File: src/rtl/dat_seq_pkg.sv
// -----------------------------------------------------------------------------
// dat_seq_pkg
// Shared definitions for the DAT block sequencer: FSM state encoding and
// default widths for the block counter and the DAT timeout value.
// Optional build macro: DAT_SEQ_RETRY_EN (adds the per-block retry default).
// -----------------------------------------------------------------------------
package dat_seq_pkg;

  localparam int CNT_W_DEFAULT = 16;
  localparam int TO_W_DEFAULT  = 16;
`ifdef DAT_SEQ_RETRY_EN
  localparam int MAX_RETRY_DEFAULT = 2;
`endif

  typedef enum logic [2:0] {
    IDLE  = 3'd0,
    STALL = 3'd1,
    ISSUE = 3'd2,
    WAIT  = 3'd3,
    NEXT  = 3'd4,
    FIN   = 3'd5,
    FAIL  = 3'd6
  } seq_state_e;

endpackage

File: src/rtl/dat_block_sequencer.sv
// -----------------------------------------------------------------------------
// dat_block_sequencer
// Host-side scheduler for the DAT block. Accepts one transfer request, issues
// one newService pulse per block, waits for DAT to complete (or time out),
// counts finished blocks and reports done/error. Block issue is held off while
// DAT is busy or the data FIFO cannot service the block.
//
// Optional build macro: DAT_SEQ_RETRY_EN
//   defined     : a DAT timeout re-issues the same block up to MAX_RETRY times
//   not defined : the first DAT timeout ends the transfer with error
//
// Ports
//   clock, reset          clock; asynchronous active-low reset
//   req_*                 request handshake and transfer configuration
//   abort                 cancels a running transfer (ignored when idle)
//   fifo_full/fifo_empty  read-side / write-side FIFO back-pressure
//   dat_* (out)           control towards DAT: start pulse, latched config,
//                         multiblock flag, reset pulse
//   dat_* (in)            DAT status: complete, timeOutFail, IDLE
//   busy, done, error     transfer status; done/error are one-cycle pulses
//   blocks_done           blocks completed in the current/last transfer
// -----------------------------------------------------------------------------
module dat_block_sequencer
  import dat_seq_pkg::*;
#(
  parameter int CNT_W = CNT_W_DEFAULT,
  parameter int TO_W  = TO_W_DEFAULT
`ifdef DAT_SEQ_RETRY_EN
  , parameter int MAX_RETRY = MAX_RETRY_DEFAULT
`endif
) (
  input  logic             clock,
  input  logic             reset,
  input  logic             req_valid,
  output logic             req_ready,
  input  logic             req_write,
  input  logic [CNT_W-1:0] req_blocks,
  input  logic [3:0]       req_block_size,
  input  logic [TO_W-1:0]  req_timeout,
  input  logic             abort,
  input  logic             fifo_full,
  input  logic             fifo_empty,
  output logic             dat_newService,
  output logic             dat_writeRead,
  output logic             dat_multiblock,
  output logic [3:0]       dat_blockSize,
  output logic [TO_W-1:0]  dat_timeout,
  output logic             dat_timeoutenable,
  output logic             dat_reset,
  input  logic             dat_complete,
  input  logic             dat_timeOutFail,
  input  logic             dat_IDLE,
  output logic             busy,
  output logic             done,
  output logic             error,
  output logic [CNT_W-1:0] blocks_done
);

  seq_state_e       state_reg, state_next;
  logic [CNT_W-1:0] remaining_reg, remaining_next;
  logic [CNT_W-1:0] blocks_done_reg, blocks_done_next;
  logic             write_reg, write_next;
  logic [3:0]       block_size_reg, block_size_next;
  logic [TO_W-1:0]  timeout_reg, timeout_next;
  logic             timeout_en_reg, timeout_en_next;
  logic             complete_prev_reg;
  logic             complete_rise;
  logic             fifo_stall;

`ifdef DAT_SEQ_RETRY_EN
  localparam int RETRY_W = (MAX_RETRY < 1) ? 1 : $clog2(MAX_RETRY + 1);
  localparam logic [RETRY_W-1:0] RETRY_LIMIT = RETRY_W'(MAX_RETRY);
  logic [RETRY_W-1:0] retry_cnt_reg, retry_cnt_next;
  logic               retry_pulse_reg, retry_pulse_next;
`endif

  // DAT may hold complete as a level across cycles; only a fresh rise counts.
  assign complete_rise = dat_complete & ~complete_prev_reg;
  // Reads stall on a full read FIFO, writes stall on an empty write FIFO.
  assign fifo_stall    = write_reg ? fifo_empty : fifo_full;

  always_comb begin
    state_next       = state_reg;
    remaining_next   = remaining_reg;
    blocks_done_next = blocks_done_reg;
    write_next       = write_reg;
    block_size_next  = block_size_reg;
    timeout_next     = timeout_reg;
    timeout_en_next  = timeout_en_reg;
`ifdef DAT_SEQ_RETRY_EN
    retry_cnt_next   = retry_cnt_reg;
    retry_pulse_next = 1'b0;
`endif

    unique case (state_reg)
      IDLE: begin
        if (req_valid) begin
          write_next       = req_write;
          block_size_next  = req_block_size;
          timeout_next     = req_timeout;
          timeout_en_next  = (req_timeout != '0);
          blocks_done_next = '0;
          remaining_next   = (req_blocks == '0) ? CNT_W'(1) : req_blocks;
`ifdef DAT_SEQ_RETRY_EN
          retry_cnt_next   = '0;
`endif
          state_next       = STALL;
        end
      end
      STALL: begin
        if (abort)                       state_next = FAIL;
        else if (dat_IDLE && !fifo_stall) state_next = ISSUE;
      end
      ISSUE: begin
        state_next = abort ? FAIL : WAIT;
      end
      WAIT: begin
        // A completion beats a simultaneous timeout: the block did finish.
        if (abort)              state_next = FAIL;
        else if (complete_rise) state_next = NEXT;
        else if (dat_timeOutFail) begin
`ifdef DAT_SEQ_RETRY_EN
          if (retry_cnt_reg < RETRY_LIMIT) begin
            retry_cnt_next   = retry_cnt_reg + 1'b1;
            retry_pulse_next = 1'b1;
            state_next       = STALL;
          end else begin
            state_next = FAIL;
          end
`else
          state_next = FAIL;
`endif
        end
      end
      NEXT: begin
        if (abort) begin
          state_next = FAIL;
        end else begin
          blocks_done_next = (&blocks_done_reg) ? blocks_done_reg
                                                : blocks_done_reg + 1'b1;
          remaining_next   = remaining_reg - 1'b1;
`ifdef DAT_SEQ_RETRY_EN
          retry_cnt_next   = '0;
`endif
          state_next       = (remaining_reg == CNT_W'(1)) ? FIN : STALL;
        end
      end
      // FIN and FAIL are single-cycle exit states; the transfer has already
      // ended there, so abort has nothing left to cancel.
      FIN:     state_next = IDLE;
      FAIL:    state_next = IDLE;
      default: state_next = IDLE;
    endcase

    req_ready      = (state_reg == IDLE);
    busy           = (state_reg != IDLE);
    dat_newService = (state_reg == ISSUE);
    done           = (state_reg == FIN);
    error          = (state_reg == FAIL);
    dat_multiblock = (state_reg != IDLE) && (remaining_reg > CNT_W'(1));
`ifdef DAT_SEQ_RETRY_EN
    dat_reset      = (state_reg == FAIL) | retry_pulse_reg;
`else
    dat_reset      = (state_reg == FAIL);
`endif
  end

  assign dat_writeRead     = write_reg;
  assign dat_blockSize     = block_size_reg;
  assign dat_timeout       = timeout_reg;
  assign dat_timeoutenable = timeout_en_reg;
  assign blocks_done       = blocks_done_reg;

  always_ff @(posedge clock or negedge reset) begin
    if (!reset) begin
      state_reg         <= IDLE;
      remaining_reg     <= '0;
      blocks_done_reg   <= '0;
      write_reg         <= 1'b0;
      block_size_reg    <= '0;
      timeout_reg       <= '0;
      timeout_en_reg    <= 1'b0;
      complete_prev_reg <= 1'b0;
`ifdef DAT_SEQ_RETRY_EN
      retry_cnt_reg     <= '0;
      retry_pulse_reg   <= 1'b0;
`endif
    end else begin
      state_reg         <= state_next;
      remaining_reg     <= remaining_next;
      blocks_done_reg   <= blocks_done_next;
      write_reg         <= write_next;
      block_size_reg    <= block_size_next;
      timeout_reg       <= timeout_next;
      timeout_en_reg    <= timeout_en_next;
      complete_prev_reg <= dat_complete;
`ifdef DAT_SEQ_RETRY_EN
      retry_cnt_reg     <= retry_cnt_next;
      retry_pulse_reg   <= retry_pulse_next;
`endif
    end
  end

endmodule

File: config.mk
export PLATFORM = sky130hd
export DESIGN_NAME = dat_block_sequencer
export DESIGN_NICKNAME = d
export VERILOG_FILES = /design/src/rtl/dat_seq_pkg.sv /design/src/rtl/dat_block_sequencer.sv
export SDC_FILE = /design/constraint.sdc
export NUM_CORES = 1
export LEC_CHECK = 0
export CAP_MARGIN = 10
export CORE_MARGIN = 10
export CORE_UTILIZATION = 51
export CTS_CLUSTER_DIAMETER = 80
export CTS_CLUSTER_SIZE = 10
export DETAILED_ROUTE_END_ITERATION = 12
export HOLD_SLACK_MARGIN = 0.05
export PLACE_DENSITY = 0.85
export SKIP_CTS_REPAIR_TIMING = 1
export SYNTH_ARGS = -nofsm -noshare
export SYNTH_HDL_FRONTEND = slang
export SYNTH_SLANG_ARGS = --single-unit
File: constraint.sdc
create_clock -name clock -period 3.79 [get_ports clock]
set_clock_uncertainty 0.15 [all_clocks]
set_input_delay 0.758 -clock clock [delete_from_list [all_inputs] [get_ports clock]]
set_output_delay 0.758 -clock clock [all_outputs]
set_load 0.02 [all_outputs]
==> impl_metrics.env, run 1 <==
export IMPL_status="finished, final reports clean"
export IMPL_max_freq_mhz=309
export IMPL_ys_seq_area_share_pct=47.0
export IMPL_via_per_inst=5.89
export IMPL_async_reset_ff_share_pct=100
export IMPL_die_x_um=97.8
export IMPL_cts_tree="done"
export IMPL_p_total_mw=2.83
export IMPL_ys_seq_elements=58
export IMPL_startpoint="remaining_reg[14]"
export IMPL_grtUsageTotal_pct=18.7
export IMPL_synthAdderAreaFrac_pct=1.22
export IMPL_wl_per_cell_um=17.3
export IMPL_diodes=0
export IMPL_start_util_pct=52.4
export IMPL_die_height_um=97.8
export IMPL_worstPathMaxFanout=4
export IMPL_post_route_period_util_pct=85.5
export IMPL_critPathCaptureType="output port"
export IMPL_crit_type="flop to output port"
export IMPL_drv_slew=0
export IMPL_clock_path_buffers=2
export IMPL_wl_met3_um=701
export IMPL_synth_xor_area_share_pct=1.70
export IMPL_cap_violations=0
export IMPL_synth_top_family_by_area="simple AND/OR/NAND/NOR gates"
export IMPL_fin_nets=495
export IMPL_route_detailed_drc=0
export IMPL_min_path_type="primary input to async pin"
export IMPL_fin_area_um2=4220
export IMPL_placed_area_um2=4040
export IMPL_cp_slowest_cell="clkdlybuf4s50_1"
export IMPL_rows=28
export IMPL_firstDrtPassIters=5
export IMPL_syn_to_final_growth_pct=36.7
export IMPL_muxShareOfSynthArea_pct=0.324
export IMPL_cp_slowest_stage_delay_ps=550
export IMPL_core_area_um2=5890
export IMPL_synth_compound_area_share_pct=17.9
export IMPL_syn_cell_area_um2=3090
export IMPL_grt_antenna_before_repair=0
export IMPL_wl_met1_mm=3.87
export IMPL_fin_ws_ps=550
export IMPL_ant_nets=0
export IMPL_yosysMostFrequentCell="nand2_1"
export IMPL_synthTopCellsByCount="90 x nand2_1, 58 x dfrtp_1, 26 x nor2_1"
export IMPL_synthFlopType="dfrtp_1"
export IMPL_grt_max_degree=35
export IMPL_synth_top_area_share_pct=47.0
export IMPL_hold_viol_final=0
export IMPL_synth_area_leaders="dfrtp_1 47%, nand2_1 11%, o21ai_0 4.1%, a21oi_1 3.7%, nor2_1 3.2%"
export IMPL_drtIter0Drc=260
export IMPL_min_period_ps=3240
export IMPL_synth_area_per_cell_um2=8.57
export IMPL_htreeDepth=3
export IMPL_power_leakage_nw=1.82
export IMPL_r2r_start="state_reg[0]"
export IMPL_grt_pass1_vias=3095
export IMPL_syn_nets=409
export IMPL_clock_root_buffer="clkbuf_8"
export IMPL_r2r_slack_ps=1200
export IMPL_maxSlewHeadroom_pct=42.5
export IMPL_num_io_pins=91
export IMPL_grt_overflow_total=0
export IMPL_synth_area_leader_cell="dfrtp_1"
export IMPL_pre_cts_slack_ps=571
export IMPL_grt_pass1_wl_mm=15.1
export IMPL_ys_warnings_count=0
export IMPL_numCtsBuffers=9
export IMPL_ys_types=54
export IMPL_final_setup_tns_ps=0
export IMPL_routed_wl_mm=9.09
export IMPL_die_area_um2=9560
export IMPL_drive_gt1_share_pct=5.99
export IMPL_cts_sinks=58
export IMPL_synthSimpleGateAreaFrac_pct=28.7
export IMPL_arrival_ps=2330
export IMPL_setup_viol=0
export IMPL_synth_edf_count=0
export IMPL_dp_hpwl_mm=6.59
export IMPL_powerDensity_nw_per_um2=672
export IMPL_reg2regPathDepth=5
export IMPL_path_cells="or3_1 > or4_1 > nor2_1 > a21oi_1 > clkdlybuf4s50_1"
export IMPL_r2r_end="remaining_reg[15]"
export IMPL_routed_wl_met2_mm=4.31
export IMPL_globalplace_congestion=0.866
export IMPL_top_layer_used="met4"
export IMPL_ir_drop_mv=0.424
export IMPL_crit_required_ps=2880
export IMPL_synthCells=360
export IMPL_port_buffers=90
export IMPL_rsz0062_at_grt="no"
export IMPL_worstSkewPairLatency_ps=340
export IMPL_clkSlewWorstSetupHoldPaths_ps=70
export IMPL_start_kind="flop"
export IMPL_via_count=3097
export IMPL_worst_pin_slew_ps=857
[worst max-delay path, delay by kind of cell (launching register included)]
family                 cells  cell delay [ps]
DFF                        1              400
buffers and inverters      1              550
AOI/OAI and AO/OA          1               90
and+or+nand+nor            3              960
[area by class of cell]
class / instances / area, µm²
well taps: 75 / 93.8
repair buffers: 95 / 933
clock inverters: 2 / 10.0
inverters: 4 / 15.0
fillers: 449 / 1670
multi-input cells: 278 / 1540
flip-flops and latches: 58 / 1450
clock buffers: 14 / 173
[layout by cell type, fill, tap and decap left out, drive strengths merged, types with 3 or more instances in the layout]
master | Yosys | final
or4 | 5 | 5
nand4 | 8 | 8
nor2 | 26 | 26
and3 | 5 | 5
xor2 | 4 | 4
nor4 | 8 | 8
dfrtp | 58 | 58
ha | 3 | 3
or3 | 9 | 9
a2bb2oi | 3 | 3
nor2b | 3 | 3
nand3 | 7 | 7
buf | 3 | 6
clkdlybuf4s50 | 0 | 89
clkbuf | 17 | 14
nand2 | 90 | 90
a21oi | 23 | 23
o21ai | 26 | 26
a22oi | 5 | 5
o22ai | 4 | 4
nor3 | 8 | 8
inv | 4 | 4
nor3b | 5 | 5
o211ai | 3 | 3
[where the power goes]
part	switching [mW]	internal (mW)
clock network	0.246	0.289
registers	0.226	0.834
logic	0.691	0.547
[layer usage]
layer | vias up | global-route usage, %
li1 | 1474 | -
met1 | 1488 | 22.9
met2 | 120 | 29.6
met3 | 15 | 5.78
met4 | 0 | 8.50
met5 | - | 0
[through the flow]
step	hold WS [ps]	utilization, %	instances
3_5_place_dp	312	68.6	510
4_1_cts	325	71.7	526
5_1_grt	343	71.7	526
3_3_place_gp	308	68.6	510
6_report	307	71.7	526
2_1_floorplan	312	-	360
[cell families (layout without fill, tap and decap cells)]
group	count (synthesis)	after routing
mux	1	1
simple gates	182	182
compound gates	86	86
buf+inv	24	115
fa+ha+maj	3	3
flops	58	58
xor+xnor	6	6
[worst max-delay path by stage]
stage | cells after the start | to | slack [ps]
2_1_floorplan | 4 | dat_multiblock | 1400
5_1_grt | 5 | dat_multiblock | 420
3_3_place_gp | 6 | remaining_reg[15] | 640
6_report | 5 | dat_multiblock | 550
4_1_cts | 5 | dat_multiblock | 560
3_5_place_dp | 6 | remaining_reg[15] | 570
No activity file was read; power rests on OpenSTA's default activity.
==> run 2, diff against run 1 <==
- GPL_ROUTABILITY_DRIVEN: unset -> 0
- PLACE_DENSITY: 0.85 -> 0.84
- clock period: 3.79 -> 3.9 ns (I/O delays scaled with it)
==> run 2 against run 1 <==
Net effect:
- global-route usage up 0.11 points
- sequential cell count unchanged
- clock power up 7.5%
- first-iteration DRC count down 10%
- core utilization up 0.36 points
- clock-buffer cell count down 1
- routed wire length unchanged
- critical path depth unchanged
- final cell count down 0.19%
- register-to-register slack better by 290 ps
- hold slack better by 20 ps
- largest power group unchanged
- highest routed layer unchanged
==> impl_metrics.env, run 2 (synthesized netlist as in run 1, its figures left out) <==
export IMPL_placed_area_um2=4040
export IMPL_worstSkewPairLatency_ps=340
export IMPL_hold_ws_ps=328
export IMPL_p_total_mw=2.82
export IMPL_drtIter0Drc=234
export IMPL_status="finished, final reports clean"
export IMPL_grt_pass1_vias=3105
export IMPL_hold_viol_final=0
export IMPL_num_io_pins=91
export IMPL_critPathCaptureType="output port"
export IMPL_clkSlewWorstSetupHoldPaths_ps=60
export IMPL_via_per_inst=5.85
export IMPL_min_period_ps=3220
export IMPL_syn_to_final_growth_pct=37.4
export IMPL_crit_required_ps=2970
export IMPL_diodes=0
export IMPL_rsz0062_at_grt="no"
export IMPL_firstDrtPassIters=6
export IMPL_powerDensity_nw_per_um2=664
export IMPL_cts_sinks=58
export IMPL_setup_viol=0
export IMPL_numCtsBuffers=9
export IMPL_ir_drop_mv=0.403
export IMPL_core_area_um2=5890
export IMPL_grt_overflow_total=0
export IMPL_final_setup_tns_ps=0
export IMPL_worst_pin_slew_ps=799
export IMPL_ant_nets=0
export IMPL_drv_slew=0
export IMPL_rows=28
export IMPL_grt_antenna_before_repair=0
export IMPL_port_buffers=90
export IMPL_grt_max_degree=59
export IMPL_cp_slowest_cell="clkdlybuf4s50_1"
export IMPL_clock_root_buffer="clkbuf_8"
export IMPL_drive_gt1_share_pct=6.00
export IMPL_fin_nets=495
export IMPL_die_x_um=97.8
export IMPL_dp_hpwl_mm=6.57
export IMPL_arrival_ps=2290
export IMPL_die_height_um=97.8
export IMPL_routed_wl_mm=9.09
export IMPL_fin_area_um2=4240
export IMPL_wl_per_cell_um=17.3
export IMPL_worstPathMaxFanout=4
export IMPL_crit_type="flop to output port"
export IMPL_r2r_slack_ps=1490
export IMPL_die_area_um2=9560
export IMPL_fillers=467
export IMPL_via_count=3073
export IMPL_max_freq_mhz=310
export IMPL_path_cells="or3_1 > or4_1 > nor2_1 > a21oi_1 > clkdlybuf4s50_1"
export IMPL_grtUsageTotal_pct=18.8
export IMPL_clock_path_buffers=2
export IMPL_htreeDepth=3
export IMPL_cap_violations=0
export IMPL_min_path_type="flop to flop"
export IMPL_post_route_period_util_pct=82.7
export IMPL_grt_pass1_wl_mm=15.1
export IMPL_cts_tree="done"
export IMPL_cp_slowest_stage_delay_ps=540
export IMPL_start_util_pct=52.4
export IMPL_route_detailed_drc=0
export IMPL_layout_commonest_cell="nand2_1"
export IMPL_maxSlewHeadroom_pct=46.6
export IMPL_final_core_util_pct=72.0
export IMPL_final_cell_mix="90 x nand2_1, 89 x clkdlybuf4s50_1, 58 x dfrtp_1"
export IMPL_start_kind="flop"
export IMPL_power_leakage_nw=1.83
## run 2: critical path, delay by kind of cell (launching register included)
kind / cells / cell delay (ps)
compound gates: 1 / 90
buf+inv: 1 / 540
flops: 1 / 400
simple gates: 3 / 940
## run 2: area by class of cell
type | instances | area, µm² | share of cell area, %
Timing Repair Buffer | 95 | 933 | 22.0
Clock buffer | 13 | 169 | 3.98
Tap cell | 75 | 93.8 | 2.21
Multi-Input combinational cell | 278 | 1540 | 36.4
Inverter | 4 | 15.0 | 0.354
Clock inverter | 2 | 35.0 | 0.826
Sequential cell | 58 | 1450 | 34.2
## run 2: path summary, 6_finish.rpt
path	start	endpoint	depth (start not counted)
min in group asynchronous	reset	dat_timeout[11]	2
max reg2reg	state_reg[0]	blocks_done[0]	4
max	remaining_reg[14]	dat_multiblock	5
max in group asynchronous	reset	blocks_done[8]	2
min	dat_blockSize[1]	dat_blockSize[1]	2
min reg2reg	dat_blockSize[1]	dat_blockSize[1]	2
## run 2: metrics by stage
step	std cells	setup WS (ps)
finish	525	675
floorplan	360	1480
detailed placement	510	955
global placement	510	998
global route	525	577
CTS	525	676
## run 2: routing by layer
layer	share of wire, %	wire length, µm	vias up	track usage [%]
li1	-	-	1466	-
met3	9.3	845	22	8.39
met4	2.4	218	0	6.60
met1	41	3770	1451	22.5
met5	0	0	-	0
met2	47	4260	134	29.5
## run 2: power breakdown
part           internal (mW)  switching (mW)
clock                  0.343           0.231
sequential             0.811           0.218
combinational          0.532           0.682
total                   1.69            1.13
